**src/rtl/seq_pattern_gen.sv**
```systemverilog
// seq_pattern_gen: serial pattern transmitter feeding a sequence detector.
// Captures pattern/length/repeat count on start, shifts the pattern out
// MSB-first one bit per clock, optionally separating repetitions with idle gaps.
// Every output is a flop; each transition computes the values for the next cycle.
module seq_pattern_gen #(
   parameter  int unsigned PAT_W    = 8,
   parameter  int unsigned CNT_W    = 4,
   parameter  int unsigned GAP_CYC  = 1,
   parameter  bit          IDLE_LVL = 1'b0,
   localparam int unsigned LEN_W    = (PAT_W > 1) ? $clog2(PAT_W) : 1
) (
   input  logic             clk,
   input  logic             reset_n,
   input  logic             start,
   input  logic [PAT_W-1:0] pattern,
   input  logic [LEN_W-1:0] len_m1,
   input  logic [CNT_W-1:0] repeat_n,
   input  logic             abort,
   output logic             x,
   output logic             x_valid,
   output logic             frame_start,
   output logic             busy,
   output logic             done
);

   localparam int unsigned GAP_W    = (GAP_CYC > 1) ? $clog2(GAP_CYC) : 1;
   localparam int unsigned GAP_LOAD = (GAP_CYC > 0) ? GAP_CYC - 1 : 0;

   typedef enum logic [1:0] {
      IDLE,
      SHIFT,
      GAP,
      DONE
   } state_t;

   state_t           state;
   logic [PAT_W-1:0] pattern_q;
   logic [LEN_W-1:0] len_q;
   logic [LEN_W-1:0] idx;
   logic [CNT_W-1:0] rep_cnt;
   logic [GAP_W-1:0] gap_cnt;
   logic [LEN_W-1:0] len_sat;

   // Clamp the requested length to the widest pattern the shadow register holds
   always_comb begin
      len_sat = len_m1;
      if (len_m1 > LEN_W'(PAT_W - 1)) len_sat = LEN_W'(PAT_W - 1);
   end

   // Transfer FSM; idx always names the bit currently presented on x, so the
   // next bit (or the reload for the next repetition) is selected one cycle early
   always_ff @(posedge clk or negedge reset_n) begin
      if (!reset_n) begin
         state       <= IDLE;
         pattern_q   <= '0;
         len_q       <= '0;
         idx         <= '0;
         rep_cnt     <= '0;
         gap_cnt     <= '0;
         x           <= IDLE_LVL;
         x_valid     <= 1'b0;
         frame_start <= 1'b0;
         busy        <= 1'b0;
         done        <= 1'b0;
      end else begin
         frame_start <= 1'b0;
         done        <= 1'b0;
         case (state)
            IDLE: begin
               if (start && !abort) begin
                  pattern_q   <= pattern;
                  len_q       <= len_sat;
                  rep_cnt     <= repeat_n;
                  idx         <= len_sat;
                  x           <= pattern[len_sat];
                  x_valid     <= 1'b1;
                  frame_start <= 1'b1;
                  busy        <= 1'b1;
                  state       <= SHIFT;
               end
            end
            SHIFT: begin
               if (abort) begin
                  state   <= IDLE;
                  x       <= IDLE_LVL;
                  x_valid <= 1'b0;
                  busy    <= 1'b0;
               end else if (idx != '0) begin
                  idx <= idx - LEN_W'(1);
                  x   <= pattern_q[idx - LEN_W'(1)];
               end else if (rep_cnt != CNT_W'(1)) begin
                  // zero means continuous and is never decremented
                  if (rep_cnt != '0) rep_cnt <= rep_cnt - CNT_W'(1);
                  if (GAP_CYC > 0) begin
                     gap_cnt <= GAP_W'(GAP_LOAD);
                     x       <= IDLE_LVL;
                     x_valid <= 1'b0;
                     state   <= GAP;
                  end else begin
                     idx         <= len_q;
                     x           <= pattern_q[len_q];
                     frame_start <= 1'b1;
                  end
               end else begin
                  x       <= IDLE_LVL;
                  x_valid <= 1'b0;
                  done    <= 1'b1;
                  state   <= DONE;
               end
            end
            GAP: begin
               if (abort) begin
                  state <= IDLE;
                  busy  <= 1'b0;
               end else if (gap_cnt == '0) begin
                  idx         <= len_q;
                  x           <= pattern_q[len_q];
                  x_valid     <= 1'b1;
                  frame_start <= 1'b1;
                  state       <= SHIFT;
               end else begin
                  gap_cnt <= gap_cnt - GAP_W'(1);
               end
            end
            DONE: begin
               state <= IDLE;
               busy  <= 1'b0;
            end
            default: begin
               state   <= IDLE;
               x       <= IDLE_LVL;
               x_valid <= 1'b0;
               busy    <= 1'b0;
            end
         endcase
      end
   end

endmodule

```
**config.mk**
```make
export PLATFORM = sky130hd
export DESIGN_NAME = seq_pattern_gen
export DESIGN_NICKNAME = d
export VERILOG_FILES = /design/src/rtl/seq_pattern_gen.sv
export SDC_FILE = /design/constraint.sdc
export NUM_CORES = 1
export LEC_CHECK = 0
export ABC_AREA = 0
export BUFFER_PORTS_ARGS = -buffer_cell sky130_fd_sc_hd__buf_4
export CAP_MARGIN = 10
export CORE_ASPECT_RATIO = 0.6
export CORE_MARGIN = 1
export CORE_UTILIZATION = 41
export DETAILED_ROUTE_END_ITERATION = 10
export GPL_TIMING_DRIVEN = 0
export HOLD_SLACK_MARGIN = 0.12
export SLEW_MARGIN = 25
export SYNTH_ARGS = -nofsm -noshare
export SYNTH_HDL_FRONTEND = slang
export SYNTH_SLANG_ARGS = --single-unit
```
**constraint.sdc**
```tcl
create_clock -name clk -period 2.2 [get_ports clk]
set_clock_uncertainty 0.05 [all_clocks]
set_input_delay 0.11 -clock clk [delete_from_list [all_inputs] [get_ports clk]]
set_output_delay 0.11 -clock clk [all_outputs]
set_load 0.03 [all_outputs]
```
; Word level (Yosys, flattened, before mapping)
; Index checks and enable logic that the tools add are counted.
[classes]
shift = 0
n_lt_le_gt_ge = 4
n_reduce_logical = 17
div_mod_pow = 0
bitwise_logic = 0
add_sub_neg = 3
muxes = 54
multipliers = 0
eq_ne = 15
[ops]
columns = op, count
row1 = $mux W1, 27
row2 = $mux W4, 5
row3 = $mux W3, 6
row4 = $ne A2 B2 Y1 const B, 8
row5 = $lt A3 B4 Y1 const B, 3
row6 = $reduce_and A6 Y1, 2
row7 = $mux W2, 5
row8 = $reduce_and A5 Y1, 2
row9 = $bmux W1 S3, 3
row10 = $pmux W1 S3, 3
row11 = $pmux W3 S3, 1
row12 = $pmux W2 S4, 1
row13 = $pmux W4 S2, 1
row14 = $ne A3 B3 Y1 const B, 2
row15 = $reduce_bool A3 Y1, 2
row16 = $eq A2 B2 Y1 const B, 2
row17 = $ne A4 B1 Y1 const B, 1
row18 = $pmux W1 S2, 2
row19 = $reduce_and A2 Y1, 2
row20 = $reduce_and A4 Y1, 1
row21 = $reduce_bool A2 Y1, 2
row22 = $reduce_bool A4 Y1, 1
row23 = $sub A4 B1 Y4 const B, 1
row24 = $gt A3 B3 Y1 const B, 1
row25 = 9 further kinds, 9
[totals]
out_inout_bits = 5
reg_bits = 26
latch_bits = 0
in_bits = 19
ram_bits = 0
word_cells = 104
mem_count = 0
rom_bits = 0

; Longest topological paths before layout
[logic_depth]
depth_word = 6
ltp_mapped = 8
ltp_nobuf = 7

; Least setup slack after synthesis
; OpenSTA, ideal clock, no wires.
[synth_path]
path_type = register to register
start = reg idx[0]
end = reg rep_cnt[2]
stages_incl_launch_ff = 8
required_time_ns = 2.029
path_slack_ns = 0.466
setup_ns = 0.121
path_buffers = 0
arrival_time_ns = 1.563
period_less_slack_ns = 1.734
path_cell_list = dfrtp_1 -> inv_1 -> ha_1 -> nor2b_1 -> o311a_1 -> o21ai_1 -> a21oi_1 -> o22a_1
[synth_via]
elab_chain_cells = 3
[synth_lines]
columns = element, line
row1 = "start, declared", 39  ; logic [LEN_W-1:0] idx;
row2 = "start signal, assigned", 74  ; idx <= len_sat;
row3 = "start signal, assigned", 89  ; idx <= idx - LEN_W'(1);
row4 = "start signal, assigned", 100  ; idx <= len_q;
row5 = $reduce_bool A3 Y1, 88  ; end else if (idx != '0) begin
row6 = $ne A2 B2 Y1 (no source line), --
row7 = $reduce_and A6 Y1 (no source line), --
row8 = "end signal, assigned", 73  ; rep_cnt <= repeat_n;
row9 = "end signal, assigned", 93  ; if (rep_cnt != '0) rep_cnt <= rep_cnt - CNT_W'(1);
row10 = "end, declared", 40  ; logic [CNT_W-1:0] rep_cnt;
; No other way between the ends.
; A chain may end at the register's enable or synchronous reset.

; Worst setup path after layout
[layout_path]
start = reg state[0]
end = reg idx[0]
[layout_via]
elab_chain_cells = 3
elab_cells_between_ends = 11
cone_classes = 7 x eq/ne / 1 x mux / 3 x reduce/logical
[layout_lines]
columns = element, line
row1 = "start, declared", 36  ; state_t state;
row2 = "start signal, assigned", 54  ; state <= IDLE;
row3 = "start signal, assigned", 79  ; state <= SHIFT;
row4 = "start signal, assigned", 84  ; state <= IDLE;
row5 = $eq A2 B1 Y1 (tied with other cells), 68  ; case (state)
row6 = $ne A2 B2 Y1 (no source line) / $reduce_bool A3 Y1 (equally long branches), --
row7 = $reduce_and A6 Y1 (no source line), --
; Several ways; a longest one is shown, not always the timed one.

==> summary.md <==
| Metric | Value |
|---|---|
| Worst slew pin tran | 0.4681 ns |
| Fin worst setup slack | 0.1208 ns |
| Leak Pwr | 0.0008866 uW |
| Synth cell types | 37 |
| I/O pin total | 24 |
| Worst VDD drop | 0.5016 mV |
| PortBufs | 23 |
| CP Class | register to register |
| DRC | 0 |
| Fillers | 314 |
| Area grow syn2layout | 26.20% |
| Vias/cell | 5.335 |
| Post-Place Setup Slack | 0.1802 ns |
| Final WL | 3.612 mm |
| Initial antenna violation count | 0 |
| GRT Residual Overflow | 0 |
| Final Hold Violating Endpoints | 0 |
| H-tree levels | 1 |
| WP data required | 2.35 ns |
| Vias | 1243 |
| Setup TNS | 0 ns |
| Relative slew slack | 68.79% |
| Post-route cell area | 1971 sq um |
| Clock Sinks | 25 |
| Register area share after synthesis | 40.06% |
| Total GRT Usage | 20.35% |
| Global placer's final weighted congestion | 0.8026 |
| Clock buffer depth | 2 |
| Worst path arrival time | 2.23 ns |
| Register bit total from synthesis | 25 |
| Ranking of synthesized cells by area | dfrtp_1 40%, mux2_2 9.4%, ha_1 7.2% |
| Prevailing post-synth register cell | dfrtp_1 |
| Min-Delay Path Class | primary input to register |
| Min Tclk post-route | 2.079 ns |
| Placed Instance Area | 1790 sq um |
| CTS tree | done |
| Syn. warnings | 0 |
| Initial Util | 45.35% |
| Syn_nets | 176 |
| Synthesized area per cell | 10.55 sq um |
| RSZ-0062 raised after global routing | no |
| Worst-skew pair later-pin latency | 0.27 ns |
| CP startpoint kind | register |
| Final period util | 94.51% |
| N_diodes | 0 |
| Share of layout cells above drive strength 1 | 26.06% |
| Clock transition at path regs | 0.09 ns |
| Number of DRC markers in iteration 0 | 61 |
| Pins Over Slew Limit | 0 |
| Fmax | 481.0 MHz |
| Top-count cell post-synth | dfrtp_1 |
| Cells after synthesis | 148 |
| Row Count | 16 |
| Mapped cell area | 1561 sq um |
| Die area | 4068 sq um |
| Chip height | 49.81 um |
| Root Buffer | clkbuf_8 |
| Crit-path max FO | 10 |
| Post-synth top cells | 25 x dfrtp_1, 13 x mux2_2, 11 x nand2_1, 11 x nor2_1 |
| Vias in the first global route | 1223 |
| Synth top area share | 40.06% |
| Fin nets | 217 |
| Die W | 81.67 um |
| Setup violators final | 0 |
| Max-cap violations | 0 |
| Routed Antenna Nets | 0 |
| Wire length of the first global-routing pass | 6.051 mm |
| WL/cell | 15.50 um |
| Cell taking the most area after synthesis | dfrtp_1 |
| Largest net degree at the start of global routing | 26 |
| P per Cell Area | 1263 nW/um^2 |
| HPWL after DPL | 2.602 mm |
| Number of synthesized flops with an enable pin | 0 |
| CTS buffer count | 3 |
| Status | complete, no violations |
| Fin util | 57.23% |
| Async SR Flop Fraction | 100.0% |
| CP endpoint kind | register |
| Total power | 2489 uW |
| DRT Pass-1 Iters | 4 |
| Std-Cell Core Area | 3443 sq um |
==> flip-flops by register name, summed over array words and instances, names as in the netlist <==
| signal | count |
|---|---|
| pattern_q | 8 |
| rep_cnt | 4 |
| idx | 3 |
| len_q | 3 |
| state | 2 |
| busy | 1 |
| done | 1 |
| frame_start | 1 |
| x | 1 |
| x_valid | 1 |
==> cell families after synthesis <==
family / Yosys count / share of synthesized area (%)
flops: 25 / 40.06
mux: 22 / 20.91
simple gates: 36 / 10.90
fa+ha+maj: 9 / 7.212
compound gates: 39 / 16.27
xor+xnor: 1 / 0.5610
buf+inv: 16 / 4.086
==> worst paths after layout <==
| check | slack (ns) | depth (start not counted) | end | start |
|---|---|---|---|---|
| max | 0.12 | 7 | idx[0] | state[0] |
| min reg2reg | 0.45 | 1 | x | x |
| max reg2reg | 0.12 | 7 | idx[0] | state[0] |
| max in group asynchronous | 1.63 | 2 | rep_cnt[2] | reset_n |
| min | 0.13 | 3 | rep_cnt[3] | repeat_n[3] |
| min in group asynchronous | 0.22 | 2 | frame_start | reset_n |
==> worst max-delay path, stage by stage, from the launching register on <==
cell and delay [ns]:
dfrtp_1 0.43, inv_1 0.11, ha_1 0.14, clkbuf_1 0.31
a21oi_1 0.21, o21bai_2 0.34, nand2b_1 0.21, mux2i_1 0.20
==> per-stage QoR <==
stage,instances,hold WS [ns]
floorplan,148,-0.2356
global placement,216,-0.01805
detailed placement,216,-0.01071
CTS,233,0.1237
global route,233,0.1319
finish,233,0.1260
==> power breakdown <==
group	leakage (uW)	switching, uW	internal, uW
Clock	0.0000255	152	127
Combinational	0.000561	676	661
Sequential	0.000300	199	674
==> per-layer routing <==
metal  vias to the layer above  wire [um]  GRT usage (%)
li1                        616          -              -
met1                       600       1956          31.97
met2                        22       1479          27.36
met3                         5        157          5.370
met4                         0         18          4.386
met5                         -          0              0
==> layout by cell type (no fill, tap or decap), types with 2 or more instances in the layout <==
| cell | synthesis | final |
|---|---|---|
| dfrtp_1 | 25 | 25 |
| ha_1 | 9 | 9 |
| buf_2 | 3 | 3 |
| inv_1 | 10 | 10 |
| or3_1 | 2 | 2 |
| mux4_2 | 2 | 2 |
| dlygate4sd3_1 | 0 | 13 |
| o21ai_0 | 10 | 10 |
| nand2_1 | 11 | 11 |
| clkbuf_1 | 2 | 2 |
| a21oi_1 | 10 | 10 |
| buf_4 | 0 | 23 |
| a22oi_1 | 2 | 2 |
| nand2b_1 | 4 | 4 |
| mux4_1 | 4 | 4 |
| mux2_2 | 13 | 13 |
| nor2b_1 | 5 | 5 |
| mux2i_1 | 3 | 3 |
| clkbuf_8 | 0 | 3 |
| nor2_1 | 11 | 11 |
| o22a_1 | 3 | 3 |
==> repair_timing <==
action / in CTS / in global routing
buffers inserted: 0 / 0
endpoints found under the setup margin: 0 / 3
hold endpoints to repair: 38 / 0
resized for setup: 0 / 1
hold buffers: 13 / 0
==> area by class of cell <==
| class | instances | area (sq um) | share of cell area (%) |
|---|---|---|---|
| clock inverter | 1 | 5.005 | 0.2540 |
| tap | 45 | 56.30 | 2.857 |
| multi-input combinational | 107 | 875.8 | 44.44 |
| inverter | 10 | 37.54 | 1.905 |
| buffer | 6 | 26.28 | 1.333 |
| timing repair buffer | 36 | 302.8 | 15.37 |
| sequential | 25 | 625.6 | 31.75 |
| clock buffer | 3 | 41.29 | 2.095 |
No activity file was read; power rests on OpenSTA's default activity.
